**src/rtl/arb_pkg.sv**
```systemverilog
// Shared definitions for the arbiter request/grant client: state codes,
// default sizing and the arbiter-side phase codes used by bench models.
package arb_pkg;

  localparam int LEN_W_DEF   = 4;
  localparam int TIMEOUT_DEF = 15;
  localparam int QUIET_DEF   = 2;

  typedef enum logic [1:0] {
    IDLE    = 2'd0,
    REQ     = 2'd1,
    XFER    = 2'd2,
    RELEASE = 2'd3
  } client_state_e;

  typedef enum logic [1:0] {
    ARB_IDLE  = 2'd0,
    ARB_WAIT  = 2'd1,
    ARB_GRANT = 2'd2,
    ARB_DROP  = 2'd3
  } arb_state_e;

endpackage

```
**src/rtl/arb_client.sv**
```systemverilog
// Requester-side agent for the 4-way req/gnt arbiter: takes a job of
// job_len+1 beats, holds req until granted, streams beats, then releases.
module arb_client
  import arb_pkg::*;
#(
  parameter int LEN_W   = LEN_W_DEF,
  parameter int TIMEOUT = TIMEOUT_DEF,
  parameter int QUIET   = QUIET_DEF
) (
  input  logic             clock,
  input  logic             reset,
  input  logic             job_valid,
  output logic             job_ready,
  input  logic [LEN_W-1:0] job_len,
  output logic             req,
  input  logic             gnt,
  output logic             beat_valid,
  output logic [LEN_W-1:0] beat_idx,
  output logic             done,
  output logic             timeout,
  output logic             abort,
  output logic             busy
);

  localparam logic [7:0] WAIT_LAST  = 8'(TIMEOUT - 1);
  localparam logic [2:0] QUIET_LAST = 3'(QUIET - 1);

  client_state_e    state_q, state_d;
  logic [LEN_W-1:0] len_q, len_d;
  logic [LEN_W-1:0] idx_q, idx_d;
  logic [7:0]       wait_q, wait_d;
  logic [2:0]       quiet_q, quiet_d;
  logic             req_q, req_d;
  logic             done_q, done_d;
  logic             to_q, to_d;
  logic             abort_q, abort_d;

  always_ff @(posedge clock) begin
    if (reset) begin
      state_q <= IDLE;
      len_q   <= '0;
      idx_q   <= '0;
      wait_q  <= '0;
      quiet_q <= '0;
      req_q   <= 1'b0;
      done_q  <= 1'b0;
      to_q    <= 1'b0;
      abort_q <= 1'b0;
    end else begin
      state_q <= state_d;
      len_q   <= len_d;
      idx_q   <= idx_d;
      wait_q  <= wait_d;
      quiet_q <= quiet_d;
      req_q   <= req_d;
      done_q  <= done_d;
      to_q    <= to_d;
      abort_q <= abort_d;
    end
  end

  always_comb begin
    state_d = state_q;
    len_d   = len_q;
    idx_d   = idx_q;
    wait_d  = wait_q;
    quiet_d = quiet_q;
    done_d  = 1'b0;
    to_d    = 1'b0;
    abort_d = 1'b0;
    unique case (state_q)
      IDLE: begin
        if (job_valid && job_ready) begin
          state_d = REQ;
          len_d   = job_len;
          wait_d  = '0;
        end
      end
      REQ: begin
        // A grant sampled on the expiry cycle still wins over the timeout.
        if (gnt) begin
          state_d = XFER;
          idx_d   = '0;
        end else if (wait_q == WAIT_LAST) begin
          state_d = RELEASE;
          to_d    = 1'b1;
          quiet_d = '0;
        end else begin
          wait_d = wait_q + 8'd1;
        end
      end
      XFER: begin
        if (!gnt) begin
          state_d = RELEASE;
          abort_d = 1'b1;
          quiet_d = '0;
        end else if (idx_q == len_q) begin
          state_d = RELEASE;
          done_d  = 1'b1;
          quiet_d = '0;
        end else begin
          idx_d = idx_q + 1'b1;
        end
      end
      RELEASE: begin
        // Wait out any late or lingering grant before re-arming.
        if (gnt) begin
          quiet_d = '0;
        end else if (quiet_q == QUIET_LAST) begin
          state_d = IDLE;
        end else begin
          quiet_d = quiet_q + 3'd1;
        end
      end
      default: state_d = IDLE;
    endcase
    req_d = (state_d == REQ) || (state_d == XFER);
  end

  assign job_ready  = (state_q == IDLE) && !reset;
  assign req        = req_q;
  assign beat_valid = (state_q == XFER) && gnt;
  assign beat_idx   = idx_q;
  assign done       = done_q;
  assign timeout    = to_q;
  assign abort      = abort_q;
  assign busy       = (state_q != IDLE);

endmodule

```
**config.mk**
```make
export PLATFORM = sky130hd
export DESIGN_NAME = arb_client
export DESIGN_NICKNAME = d
export VERILOG_FILES = /design/src/rtl/arb_pkg.sv /design/src/rtl/arb_client.sv
export SDC_FILE = /design/constraint.sdc
export NUM_CORES = 1
export LEC_CHECK = 0
export BUFFER_PORTS_ARGS = -buffer_cell sky130_fd_sc_hd__buf_2
export CAP_MARGIN = 20
export CORE_MARGIN = 2
export CORE_UTILIZATION = 56
export DETAILED_ROUTE_END_ITERATION = 10
export GPL_ROUTABILITY_DRIVEN = 0
export GPL_TIMING_DRIVEN = 0
export HOLD_SLACK_MARGIN = 0.03
export PLACE_DENSITY = 0.85
export SYNTH_ARGS = -nofsm -noshare
export SYNTH_HDL_FRONTEND = slang
export SYNTH_SLANG_ARGS = --single-unit
```
**constraint.sdc**
```tcl
create_clock -name clock -period 2.24 [get_ports clock]
set_input_delay 0.448 -clock clock [delete_from_list [all_inputs] [get_ports clock]]
set_output_delay 0.448 -clock clock [all_outputs]
set_load 0.02 [all_outputs]
```
==> reports/metrics.yaml <==
p_clk_frac: 0.238
max-vdd-ir-drop_uv: 424
cts.repair.resized: 0
crit_arrival_ps: 2100
drc: 0
htree_levels: 1
cts_root_buf: "clkbuf_4"
ant_nets: 0
crit_fanout: 6
cts_hold_buf: 0
rr_worst_depth: 6
yosys.area.top_type: "dfxtp_1"
p_sw_mw: 0.226
maxSlewViolCount: 0
dieArea_um2: 2830
seqPwrFrac: 0.588
status: "finished clean"
finalPower_mw: 0.813
sw_frac_of_total: 0.278
yosys_warnings: 0
grt-ovfl-total: 0
syn_area_um2: 1360
synth_top_area_frac: 0.369
tightest_slew_ps: 469
drt-total-wl_mm: 2.56
required_ps: 2460
hold_ws_ps: 333
clock.fmax_mhz: 532
min_path_type: "in -> reg"
critical_path_class: "reg -> reg"
wire_per_inst_um: 13.1
power_density_nw_per_um2: 539
syn_to_final_growth_pct: 11.2
core_um2: 2250
synth_area_leaders: "dfxtp_1 (37%), xor2_1 (5.2%), ha_1 (4.6%)"
syn_inst: 146
dp_cells: 192
dr.pass1.iters: 4
nNetsFinal: 182
antenna_found_initial: 0
clock_path_buffers: 2
synth.distinct_cells: 47
fin_crit_sh: 0.839
layout_min_cycle_time_ps: 1880
avgSynthCellArea_um2: 9.29
hold_viol: 0
rsz0062_at_grt: "no"
clkTransAtPathRegs_ps: 130
grt_use_total: 0.217
cap_viol_max_count: 0
synthArstFlopShare: 0
cts_setup_buffers: 0
synth_flop_cell: "dfxtp_1"
yosysSeqAreaShare: 0.369
tritoncts: "done"
p_leak_nw: 0.619
register_area_um2: 500
numCtsBuffers: 3
die_h_um: 53.2
clock_sink_count: 25
postLayoutCoreUtil: 0.669
grt_max_degree: 14
power_frac_comb: 0.173
multi_input_area_um2: 797
fin_tns_setup_ps: 0
grt_pass1_wl_mm: 4.55
start_kind: "flop"
rows: 17
synth_edf_count: 0
antennaDiodeCount: 0
initial_core_util: 0.602
grt_pass1_vias: 1064
cp-end-kind: "flop"
slew_headroom: 0.685
synth_seq_cells: 25
viasPerCell: 5.70
syn-num-nets: 159
p_int_mw: 0.587
hold_depth: 3
io_buffers: 18
vias: 1117
n_fill_cell: 204
clock_skew_ps: 13.8
setup-violations-final: 0
dp_hpwl_mm: 1.96
dieWidth_um: 53.2
num_io_pins: 19
drtIter0Drc: 15
final_cells: 196
final_layout_size_suffix_gt1_frac: 0.202
clkLatencyLatePin_ps: 310
==> per-stage QoR <==
step	setup WS [ps]	cell area, um2
global route	209	1510
floorplan	432	1360
global placement	372	1480
CTS	357	1510
finish	360	1510
detailed placement	360	1480
==> routing by layer <==
layer	GRT usage	vias to the layer above	wire length, um	share of wire
met3	0.0339	2	76	0.030
met4	0.0769	0	16	0.0063
li1	-	572	-	-
met2	0.377	19	1250	0.49
met1	0.270	524	1220	0.48
met5	0	-	0	0
==> placed cells by master, fill, tap and decap left out, drive strengths merged, types with 5 or more instances in the layout <==
cell type,count
nand2b,7
clkbuf,8
ha,5
o21ai,7
nand2,7
dfxtp,25
xor2,8
nor3,5
inv,6
nor2,13
buf,21
==> synthesized netlist by cell type, types with 2 or more instances <==
master and count:
nand2_1 7, dfxtp_1 25, o21ai_0 7, nand2b_1 7, nand4_1 2, o2111ai_1 2
and2_1 2, clkbuf_1 4, nor2b_1 2, a21oi_1 3, o211ai_1 2, a211oi_1 4
nand3b_1 2, mux2_4 2, inv_1 6, or3_1 2, ha_1 5, nor3_1 4
xnor2_1 4, nor2_1 13, nor4b_1 2, nor3b_1 3, xor2_1 8, and3b_1 2
buf_2 2, and3_1 3
==> power by group through the flow <==
stage	Clock [mW]	Combinational [mW]	Sequential, mW
3_5_place_dp	0	0.140	0.488
5_1_grt	0.225	0.156	0.482
6_report	0.194	0.141	0.478
4_1_cts	0.202	0.141	0.478
3_3_place_gp	0	0.137	0.487
2_1_floorplan	0	0.0998	0.489
==> path summary, 6_finish.rpt <==
check | start | end | slack [ps]
min | job_len[1] | len_q[1] | 330
max | wait_q[0] | quiet_q[0] | 360
max reg2reg | wait_q[0] | quiet_q[0] | 360
min reg2reg | len_q[0] | len_q[0] | 500
==> state kept, by name (all words and copies together) (netlist names) <==
| signal | cells |
|---|---|
| abort | 1 |
| beat_idx | 4 |
| done | 1 |
| len_q | 4 |
| quiet_q | 3 |
| req | 1 |
| state_q | 2 |
| timeout | 1 |
| wait_q | 8 |
==> worst max-delay path: stages, from the launching register on <==
cell and delay (ps):
dfxtp_1 470, inv_1 70, ha_1 220, and3_1 240
a41oi_1 390, nor3_4 110, mux2_4 300
==> final cells by class <==
cell class	instances	area share
Tap cell	28	0.0232
Timing Repair Buffer	18	0.0598
Buffer	7	0.0241
Sequential cell	25	0.332
Inverter	6	0.0149
Clock buffer	4	0.0174
Multi-Input combinational cell	108	0.529
==> logic make-up after synthesis <==
family	Yosys count	share of synthesized area
and+or+nand+nor	61	0.286
AOI/OAI and AO/OA	27	0.148
DFF	25	0.369
buffers and inverters	13	0.0434
xor gates and xnor gates	12	0.0775
adders and majority gates	5	0.0461
muxes	3	0.0304
No activity file was read; power rests on OpenSTA's default activity.
